--- src/rtl/led_counter_pkg.sv ---
`default_nettype none
// ============================================================================
//  Package   : led_counter_pkg
//  Purpose   : Shared mode codes, FSM state type and a mode normaliser for the
//              LED range counter.
//  Revision  : 1.0 - initial release
// ============================================================================
package led_counter_pkg;

    localparam logic [1:0] MODE_ONESHOT = 2'b00;
    localparam logic [1:0] MODE_WRAP    = 2'b01;
    localparam logic [1:0] MODE_BOUNCE  = 2'b10;

    typedef enum logic [0:0] {
        ST_IDLE = 1'b0,
        ST_RUN  = 1'b1
    } state_t;

    // The reserved encoding 2'b11 behaves as one-shot; folding it here keeps
    // the datapath decode down to three cases.
    function automatic logic [1:0] norm_mode(input logic [1:0] m);
        return (m == 2'b11) ? MODE_ONESHOT : m;
    endfunction

endpackage
`default_nettype wire

--- src/rtl/led_tick_gen.sv ---
`default_nettype none
// ============================================================================
//  Module    : led_tick_gen
//  Purpose   : Prescaler producing one tick every PRESCALE enabled cycles.
//  Ports     : clk    - rising-edge clock
//              rst_n  - asynchronous active-low reset
//              clear  - synchronous clear of the phase (wins over enable)
//              enable - advance the phase this cycle
//              tick   - high in the enabled cycle that completes a period
//  Revision  : 1.0 - initial release
// ============================================================================
module led_tick_gen #(
    parameter int PRESCALE = 1
) (
    input  logic clk,
    input  logic rst_n,
    input  logic clear,
    input  logic enable,
    output logic tick
);

    localparam int              PW   = (PRESCALE > 1) ? $clog2(PRESCALE) : 1;
    localparam logic [PW-1:0]   LAST = PW'(PRESCALE - 1);

    logic [PW-1:0] phase;

    // The phase is simply held while disabled, so a pause resumes mid-period.
    always_ff @(posedge clk or negedge rst_n) begin
        if (!rst_n) begin
            phase <= '0;
        end else if (clear) begin
            phase <= '0;
        end else if (enable) begin
            phase <= (phase == LAST) ? '0 : phase + PW'(1);
        end
    end

    assign tick = enable && !clear && (phase == LAST);

endmodule
`default_nettype wire

--- src/rtl/led_range_counter.sv ---
`default_nettype none
// ============================================================================
//  Module    : led_range_counter
//  Purpose   : Steps a count from a captured start value toward a captured end
//              value, one LSB per prescaler tick, in one-shot, wrap or bounce
//              mode, flagging arrival at the end value.
//  Ports     : clk       - rising-edge clock
//              rst_n     - asynchronous active-low reset
//              start     - single-cycle run request (captures inputs)
//              start_num - first value of the sequence
//              end_num   - target value
//              mode      - 00 one-shot, 01 wrap, 10 bounce, 11 one-shot
//              pause     - level, freezes count and prescaler
//              count     - current value
//              busy      - run in progress
//              done      - one-cycle pulse on each arrival at the end value
//              at_end    - count equals the captured end value
//  Revision  : 1.0 - initial release
// ============================================================================
module led_range_counter
    import led_counter_pkg::*;
#(
    parameter int WIDTH    = 5,
    parameter int PRESCALE = 1
) (
    input  logic             clk,
    input  logic             rst_n,
    input  logic             start,
    input  logic [WIDTH-1:0] start_num,
    input  logic [WIDTH-1:0] end_num,
    input  logic [1:0]       mode,
    input  logic             pause,
    output logic [WIDTH-1:0] count,
    output logic             busy,
    output logic             done,
    output logic             at_end
);

    state_t           state, state_nx;
    logic [WIDTH-1:0] start_r, start_nx;
    logic [WIDTH-1:0] end_r, end_nx;
    logic [1:0]       mode_r, mode_nx;
    logic             heading_end, heading_nx;   // 1: moving toward end_r
    logic [WIDTH-1:0] count_nx;
    logic             busy_nx, done_nx, at_end_nx;

    logic             tick;
    logic [WIDTH-1:0] target;
    logic [WIDTH-1:0] step_val;

    led_tick_gen #(
        .PRESCALE (PRESCALE)
    ) u_tick_gen (
        .clk    (clk),
        .rst_n  (rst_n),
        .clear  (start),
        .enable ((state == ST_RUN) && !pause),
        .tick   (tick)
    );

    always_ff @(posedge clk or negedge rst_n) begin
        if (!rst_n) begin
            state       <= ST_IDLE;
            start_r     <= '0;
            end_r       <= '0;
            mode_r      <= MODE_ONESHOT;
            heading_end <= 1'b1;
            count       <= '0;
            busy        <= 1'b0;
            done        <= 1'b0;
            at_end      <= 1'b0;
        end else begin
            state       <= state_nx;
            start_r     <= start_nx;
            end_r       <= end_nx;
            mode_r      <= mode_nx;
            heading_end <= heading_nx;
            count       <= count_nx;
            busy        <= busy_nx;
            done        <= done_nx;
            at_end      <= at_end_nx;
        end
    end

    always_comb begin
        state_nx   = state;
        start_nx   = start_r;
        end_nx     = end_r;
        mode_nx    = mode_r;
        heading_nx = heading_end;
        count_nx   = count;
        done_nx    = 1'b0;
        at_end_nx  = at_end;

        target = heading_end ? end_r : start_r;

        // Only wrap mode can sit in RUN on end_r while heading toward it; the
        // next tick there restarts the sequence instead of stepping.
        if (heading_end && (count == end_r)) begin
            step_val = start_r;
        end else if (target > count) begin
            step_val = count + WIDTH'(1);
        end else begin
            step_val = count - WIDTH'(1);
        end

        if (start) begin
            start_nx   = start_num;
            end_nx     = end_num;
            mode_nx    = norm_mode(mode);
            heading_nx = 1'b1;
            count_nx   = start_num;
            if (start_num == end_num) begin
                // Degenerate run: already at the end, finish in the load cycle.
                state_nx  = ST_IDLE;
                done_nx   = 1'b1;
                at_end_nx = 1'b1;
            end else begin
                state_nx  = ST_RUN;
                at_end_nx = 1'b0;
            end
        end else if ((state == ST_RUN) && tick) begin
            count_nx  = step_val;
            at_end_nx = (step_val == end_r);
            if (heading_end && (step_val == end_r)) begin
                done_nx = 1'b1;
                case (mode_r)
                    MODE_BOUNCE: heading_nx = 1'b0;
                    MODE_WRAP:   ;
                    default:     state_nx = ST_IDLE;
                endcase
            end
            if (!heading_end && (step_val == start_r)) begin
                heading_nx = 1'b1;
            end
        end

        busy_nx = (state_nx == ST_RUN);
    end

endmodule
`default_nettype wire

--- config.mk ---
export PLATFORM = sky130hd
export DESIGN_NAME = led_range_counter
export DESIGN_NICKNAME = d
export VERILOG_FILES = /design/src/rtl/led_counter_pkg.sv /design/src/rtl/led_tick_gen.sv /design/src/rtl/led_range_counter.sv
export SDC_FILE = /design/constraint.sdc
export NUM_CORES = 1
export LEC_CHECK = 0
export ABC_CLOCK_PERIOD_IN_PS = 3900
export BUFFER_PORTS_ARGS = -buffer_cell sky130_fd_sc_hd__clkbuf_2
export CAP_MARGIN = 25
export CORE_UTILIZATION = 51
export CTS_CLUSTER_SIZE = 20
export DETAILED_ROUTE_END_ITERATION = 8
export PLACE_DENSITY = 0.73
export SLEW_MARGIN = 20
export SYNTH_ARGS = -nofsm -noshare
export SYNTH_HDL_FRONTEND = slang
export SYNTH_SLANG_ARGS = --single-unit
--- constraint.sdc ---
create_clock -name clk -period 3.9 [get_ports clk]
set_input_delay 0.39 -clock clk [delete_from_list [all_inputs] [get_ports clk]]
set_output_delay 0.39 -clock clk [all_outputs]
set_load 0.02 [all_outputs]
==> Word level (Yosys, flattened, before mapping) <==
Index checks and enable logic that the tools add are counted.
{ "totals": {"wordCells": 65, "output_inout_bits": 8, "regBits": 22, "input_bits": 16} }
{ "classes": {"n_mux": 25, "bitwise_logic": 1, "reduce_logical": 18, "n_addsub": 3, "eq_ne": 8, "magnitude_cmp": 1} }
{ "ops": {"columns": ["operator", "count"], "rows": [
  ["$mux W5", 5],
  ["$eq A5 B5 Y1", 4],
  ["$mux W1", 19],
  ["$logic_and A1 B1 Y1", 7],
  ["$reduce_and A3 Y1", 2],
  ["$reduce_bool A2 Y1", 3],
  ["$reduce_bool A3 Y1", 2],
  ["$add A5 B1 Y5 const B", 1],
  ["$gt A5 B5 Y1", 1],
  ["$sub A5 B1 Y5 const B", 1],
  ["$eq A2 B2 Y1 const B", 2],
  ["$logic_not A1 Y1", 3],
  ["$eq A2 B1 Y1 const B", 1],
  ["$mux W2", 1],
  ["$ne A2 B1 Y1 const B", 1],
  ["$reduce_or A2 Y1", 1],
  ["$add A1 B1 Y1 const B", 1],
  ["$not A1 Y1", 1]
]} }

==> Logic depth before layout (Yosys ltp) <==
Gate-level depths: netlist (run 1).
{ "logic_depth": {"depth_word": 10, "ltp_mapped": 16} }

==> Cells and area by module <==
Synthesis (run 1) repeated with hierarchy kept, for this count alone.
{ "hier_totals": {"hier_cells": 193, "hier_area_um2": 1664.1} }
{ "modules_own_cells": {"columns": ["module", "cells_per_inst", "area_per_inst_um2", "n_inst"], "rows": [
  ["led_range_counter", 192, 1650.3, 1],
  ["led_tick_gen", 1, 13.8, 1]
]} }

==> Worst setup path before layout (run 1) <==
Ideal clock, no wire load.
{ "synth_timing": {"path_type": "reg-to-reg", "startpoint": "register heading_end", "endpoint": "register heading_end", "slack_ns": 0.298, "setup_time_ns": 0.083, "period_less_slack_ns": 3.602, "arrival_ns": 3.519, "t_required_ns": 3.817, "stages_incl_launch_ff": 15, "path_cell_list": "dfstp_2 > buf_1 > o21ai_0 > ha_1 > a21oi_1 > a21boi_1 > o32a_2 > inv_1 > ha_1 > a21o_2 > a21oi_1 > xnor3_1 > mux2_4 > o41ai_2 > nand2_1"} }
{ "synth_via": {"elab_chain_len": 9} }
{ "synth_lines": {"columns": ["item", "line_no", "source"], "rows": [
  ["start: declaration", "led_range_counter.sv:43", "logic heading_end, heading_nx;"],
  ["start signal: assignment", "led_range_counter.sv:77", "heading_end <= heading_nx;"],
  ["$mux W5", "led_range_counter.sv:95", "target = heading_end ? end_r : start_r;"],
  ["$gt A5 B5 Y1", "led_range_counter.sv:101", "end else if (target > count) begin"],
  ["$mux W5", "led_range_counter.sv:101", null],
  ["$mux W5", "led_range_counter.sv:99", "if (heading_end && (count == end_r)) begin"],
  ["$eq A5 B5 Y1", "led_range_counter.sv:133", "if (!heading_end && (step_val == start_r)) begin"],
  ["$logic_and A1 B1 Y1", "led_range_counter.sv:133", null],
  ["$mux W1", "led_range_counter.sv:133", null],
  ["$mux W1", "led_range_counter.sv:122", "end else if ((state == ST_RUN) && tick) begin"],
  ["$mux W1", "led_range_counter.sv:107", "if (start) begin"]
]} }
Parallel ways exist; a longest one is shown, timed or not. The select of a mux whose other input is x is not followed.
A chain may end at the register's enable or synchronous reset.

==> Worst setup path after layout (run 1) <==
Ends and elaborated chain as after synthesis.

==> results of run 1 <==
[synth_stat cells (2+ instances only)]
library cell	n
dfrtp_1	20
nand2_1	16
inv_1	15
o21ai_0	15
xnor2_1	11
a21oi_1	10
ha_1	10
xor2_1	9
mux2_2	8
nand3_1	4
nor3_1	4
clkbuf_1	3
nor2_1	3
a211o_1	2
buf_1	2
mux2_4	2
mux2i_1	2
nand3b_1	2
nor2b_1	2
nor4_1	2
o22ai_1	2
o31ai_1	2
[routing by layer]
layer | vias up | global-route usage [%] | wire length (µm)
li1 | 629 | - | -
met1 | 593 | 32.2 | 1550
met2 | 25 | 39.2 | 1610
met3 | 2 | 2.95 | 118
met4 | 0 | 7.32 | 21
met5 | - | 0 | 0
[kinds of logic after synthesis]
group / Yosys count
compound gates: 41
xor+xnor: 21
fa+ha+maj: 11
buf+inv: 22
flops: 21
mux: 12
simple gates: 39
[metrics by stage]
step | hold WS (ps) | utilization, %
6_report | 37.0 | 61.0
5_1_grt | 63.1 | 61.0
4_1_cts | 55.1 | 60.8
3_5_place_dp | 388 | 59.9
3_3_place_gp | 380 | 59.9
2_1_floorplan | 94.4 | -
[path summary, 6_finish.rpt]
path                             startpoint          end  slack (ps)  cells after the start
worst max-delay path            heading_end  heading_end         170                     14
worst min-delay path                  rst_n     count[4]          40                      1
worst max register to register  heading_end  heading_end         170                     14
worst min register to register    mode_r[1]    mode_r[1]         540                      2
max in group asynchronous             rst_n  heading_end        3500                      1
min in group clk                    mode[1]    mode_r[0]         280                      2
[layout make-up]
class	instances	area [µm²]	area share, %
Tap cell	31	38.8	2.25
Inverter	15	56.3	3.26
Sequential cell	21	527	30.5
Multi-Input combinational cell	124	948	54.9
Clock buffer	4	26.3	1.52
Timing Repair Buffer	25	130	7.54
[power by group]
group | internal (mW) | leakage, nW | switching (mW)
Clock | 0.0398 | 0.0150 | 0.0632
Combinational | 0.438 | 0.545 | 0.501
Sequential | 0.256 | 0.251 | 0.0605
[worst max-delay path: cells and delay by family (launching register included)]
family                   cells  cell delay, ps
flip-flops                   1             580
AND/OR/NAND/NOR              2             150
multiplexers                 1             350
XOR/XNOR                     1             330
adder cells (fa/ha/maj)      2             560
buffers and inverters        2             320
AO/OA/AOI/OAI                6            1370
[registers in the layout, summed over array words and instances, names as in the netlist]
register     cells
count            5
start_r          5
state            1
heading_end      1
done             1
at_end           1
end_r            5
mode_r           2
==> flow_metrics.py, run 1 <==
metrics = {
    "outcome": {
        "status": "finished, final reports clean",
    },
    "pwr": {
        "power_density_nw_per_um2": 786,
        "leakage_nw": 0.811,
        "power_mw": 1.36,
        "ir_drop_mv": 0.438,
    },
    "clock_tree": {
        "path_clk_slew_ps": 120,
        "clkLatencyLatePin_ps": 300,
        "clockBufferDepth": 2,
        "htreeDepth": 1,
        "cts_setup_buffers": 0,
        "root_buffer": "clkbuf_4",
        "cts_buffers": 3,
        "cts_hold_buffers": 0,
        "cts_tree": "done",
        "cts_sinks": 21,
        "postCtsResizedCells": 0,
    },
    "sta": {
        "timing.fmax_mhz": 268,
        "finalHoldViolations": 0,
        "timing.final.crit_share_pct": 95.6,
        "fin_tns_setup_ps": 0,
        "setup_slack_ps": 171,
        "period_minus_slack_ps": 3730,
        "worst_pin_slew_ps": 547,
        "setup_viol_count_final": 0,
        "slew-limit-headroom_pct": 63.5,
        "drv_slew": 0,
        "fin_skew_ps": 6.97,
    },
    "global_route": {
        "grt_pass1_wl_mm": 5.87,
        "grt_overflow": 0,
        "grt_pass1_vias": 1256,
        "antenna_found_initial": 0,
        "grt_usage_pct": 23.5,
        "grt_max_degree": 32,
    },
    "critical_path": {
        "cp_max_fo": 9,
        "slowest_stage": "dfstp_2",
        "endpoint_kind": "flip-flop",
        "critPathKind": "reg2reg",
        "crit_required_ps": 4140,
        "start_kind": "flip-flop",
        "crit_chain": "buf_4 > nand2_1 > o21ai_0 > ha_1 > a21boi_1 > o32a_2 > inv_1 > ha_1 > a21o_2 > a21oi_1 > xnor3_2 > mux2_4 > o41ai_2 > nand2_1",
        "max_stage_delay_ps": 580,
        "cp_data_arrival_time_ps": 3970,
    },
    "synth": {
        "synth_edf_count": 0,
        "synth_area_per_cell_um2": 9.34,
        "synth_compound_area_share_pct": 16.8,
        "post_synth_num_cell_types": 43,
        "synth_seq_area_share_pct": 33.8,
        "syn-cell-area_um2": 1560,
        "synth_largest_area_cell": "dfrtp_1",
        "synthesis.nets": 194,
        "ys_ff_latch": 21,
        "synth_fa_ha_area_share_pct": 9.30,
        "synthCells": 167,
        "synthMuxAreaShare_pct": 8.98,
        "synthXorXnorAreaFrac_pct": 12.7,
        "netlist.area_leader.share_pct": 32.1,
        "synth_top_family_by_area": "compound AO/OA/AOI/OAI gates",
        "yosysWarnings": 0,
        "ys.flop_type": "dfrtp_1",
        "async_flop_share_pct": 100,
        "synth_area_leaders": "dfrtp_1, ha_1, xnor2_1, mux2_2, xor2_1",
        "yosys.area_share.simple_pct": 12.6,
    },
    "drt": {
        "first_pass_iters": 4,
        "drc": 0,
        "drtIter0Drc": 59,
        "vias": 1249,
        "vias_per_cell": 5.68,
        "ant_nets": 0,
        "route.final.wire_length_mm": 3.30,
        "wl_per_cell_um": 15.0,
    },
    "place": {
        "hpwlAfterDp_mm": 2.62,
        "postPlaceCellArea_um2": 1690,
        "gp_congestion": 0.936,
        "dp.cells": 216,
        "port_buffers": 23,
        "place_ws_ps": 216,
    },
    "finish": {
        "diodes": 0,
        "most-common-layout-cells": "clkbuf_2, dfrtp_1, nand2_1",
        "stdcell_count": 220,
        "finalInstanceArea_um2": 1730,
        "area.growth.synth_to_final_pct": 10.7,
        "layout.nets": 217,
        "n_fill_cell": 252,
        "final_common_cell": "clkbuf_2",
        "drive_gt1_share_pct": 25.4,
    },
    "floorplan": {
        "die_area_um2": 3280,
        "rows": 19,
        "chipHeight_um": 57.3,
        "core_area_um2": 2830,
        "die_x_um": 57.3,
        "io_pins": 24,
        "initial_core_util_pct": 55.2,
    },
    "flow_run": {
        "drv_cap": 0,
    },
    "worst_hold_path": {
        "holdCritPathClass": "in2async",
    },
}
(Power assumes the default switching activity.)
==> inputs of run 2 (changes only) <==
Settings changed: BUFFER_PORTS_ARGS -buffer_cell sky130_fd_sc_hd__clkbuf_2 to default, DONT_BUFFER_PORTS from default to 1, PLACE_DENSITY 0.73 to 0.66.
==> run 2 against run 1 <==
Compared with the run above: critical path type unchanged; wire length increased by 4.4%; utilization is 1.9 points lower; critical path depth unchanged; combinational power increased by 2.9%; register-to-register slack barely moved; final cell count shrank 7.3%; highest routed layer unchanged; clock skew is 1.3 ps lower; die area unchanged; critical endpoint unchanged; first-iteration DRC count up 8.5%.
==> flow_metrics.py, run 2 (synthesized netlist as in run 1, its figures left out) <==
metrics = {
    "global_route": {
        "grt_max_degree": 32,
        "grt_pass1_vias": 1199,
        "grt_pass1_wl_mm": 5.69,
        "grt_usage_pct": 23.0,
        "antenna_found_initial": 0,
        "grt_overflow": 0,
    },
    "sta": {
        "drv_slew": 0,
        "fin_skew_ps": 5.68,
        "period_minus_slack_ps": 3730,
        "setup_slack_ps": 165,
        "fin_tns_setup_ps": 0,
        "timing.final.crit_share_pct": 95.8,
        "rsz0062_at_grt": "no",
        "worst_pin_slew_ps": 462,
        "setup_viol_count_final": 0,
        "finalHoldViolations": 0,
        "slew-limit-headroom_pct": 69.1,
        "timing.fmax_mhz": 268,
    },
    "critical_path": {
        "slowest_stage": "dfstp_2",
        "crit_family": "compound AO/OA/AOI/OAI gates",
        "critPathKind": "reg2reg",
        "crit_required_ps": 4140,
        "critPathBufInv": 2,
        "crit_chain": "buf_4 > nand2_1 > o21ai_0 > ha_1 > a21boi_1 > o32a_2 > inv_1 > ha_1 > a21o_2 > a21oi_1 > xnor3_2 > mux2_4 > o41ai_2 > nand2_1",
        "cp_data_arrival_time_ps": 3980,
        "cp_max_fo": 9,
        "max_stage_delay_ps": 590,
        "endpoint_kind": "flip-flop",
        "start_kind": "flip-flop",
    },
    "pwr": {
        "power_mw": 1.37,
        "leakage_nw": 0.751,
        "ir_drop_mv": 0.430,
        "power_density_nw_per_um2": 816,
    },
    "place": {
        "place_ws_ps": 236,
        "dp.cells": 198,
        "port_buffers": 0,
        "postPlaceCellArea_um2": 1620,
        "hpwlAfterDp_mm": 2.54,
        "gp_congestion": 0.943,
    },
    "drt": {
        "drtIter0Drc": 64,
        "ant_nets": 0,
        "route.final.wire_length_mm": 3.44,
        "vias_per_cell": 5.99,
        "first_pass_iters": 4,
        "vias": 1221,
        "drc": 0,
        "wl_per_cell_um": 16.9,
    },
    "floorplan": {
        "core_area_um2": 2830,
        "chipHeight_um": 57.3,
        "die_x_um": 57.3,
        "die_area_um2": 3280,
        "rows": 19,
        "io_pins": 24,
        "initial_core_util_pct": 55.2,
    },
    "worst_hold_path": {
        "holdCritPathClass": "in2reg",
    },
    "clock_tree": {
        "root_buffer": "clkbuf_4",
        "cts_tree": "done",
        "htreeDepth": 1,
        "path_clk_slew_ps": 120,
        "clkLatencyLatePin_ps": 300,
        "cts_buffers": 3,
        "cts_sinks": 21,
        "clockBufferDepth": 2,
    },
    "finish": {
        "n_fill_cell": 240,
        "multi_input_area_um2": 948,
        "finalInstanceArea_um2": 1670,
        "layout.nets": 201,
        "area.growth.synth_to_final_pct": 7.30,
        "diodes": 0,
        "final_common_cell": "dfrtp_1",
        "drive_gt1_share_pct": 17.9,
        "regArea_um2": 527,
        "most-common-layout-cells": "dfrtp_1, nand2_1, inv_1, o21ai_0, xnor2_1",
        "reg_top3": "count (5), end_r (5), start_r (5)",
        "stdcell_count": 204,
    },
    "flow_run": {
        "drv_cap": 0,
    },
    "outcome": {
        "status": "finished, final reports clean",
    },
}
-- run 2: path summary, 6_finish.rpt --
check                       startpoint          end  slack (ps)  depth (start not counted)
max in group asynchronous        rst_n  heading_end        3010                          2
max                        heading_end  heading_end         170                         14
max reg2reg                heading_end  heading_end         170                         14
min reg2reg                  mode_r[1]    mode_r[1]         540                          2
min                            mode[1]    mode_r[0]         170                          1
min in group asynchronous        rst_n     count[1]         400                          1
-- run 2: final cells by class --
| class | count | area share, % |
|---|---|---|
| Sequential cell | 21 | 31.5 |
| Inverter | 15 | 3.36 |
| Timing Repair Buffer | 9 | 4.63 |
| Multi-Input combinational cell | 124 | 56.7 |
| Tap cell | 31 | 2.32 |
| Clock buffer | 4 | 1.57 |
-- run 2: repair_timing --
action,4_1_cts,5_1_grt
buffers inserted,0,0
hold buffers,1,0
resized for setup,0,2
endpoints found under the hold margin,21,0
setup endpoints to repair,0,3
-- run 2: routing by layer --
metal	track usage, %	up-vias	share of wire, %
li1	-	596	-
met1	32.1	593	46
met2	37.3	28	49
met3	3.63	4	4.2
met4	6.62	0	0.90
met5	0	-	0
-- run 2: metrics by stage --
| stage | hold WS [ps] | util [%] |
|---|---|---|
| after detailed placement | 94.8 | 57.1 |
| after global routing | 150 | 59.2 |
| final | 166 | 59.2 |
| after global placement | 95.0 | 57.1 |
| after CTS | 157 | 58.4 |
| after floorplan | 94.4 | - |
-- run 2: report_power, final --
| part | total (mW) | internal, mW | switching [mW] | leakage (nW) |
|---|---|---|---|---|
| logic | 0.966 | 0.444 | 0.522 | 0.485 |
| clock network | 0.105 | 0.0399 | 0.0651 | 0.0150 |
| registers | 0.294 | 0.256 | 0.0385 | 0.251 |
| total | 1.37 | 0.740 | 0.626 | 0.751 |
-- run 2: worst reg2reg max path: stages (launching register included) --
cell,delay (ps)
dfstp_2,590
buf_4,180
nand2_1,60
o21ai_0,120
ha_1,290
a21boi_1,140
o32a_2,410
inv_1,150
ha_1,270
a21o_2,190
a21oi_1,160
xnor3_2,320
mux2_4,350
o41ai_2,360
nand2_1,100
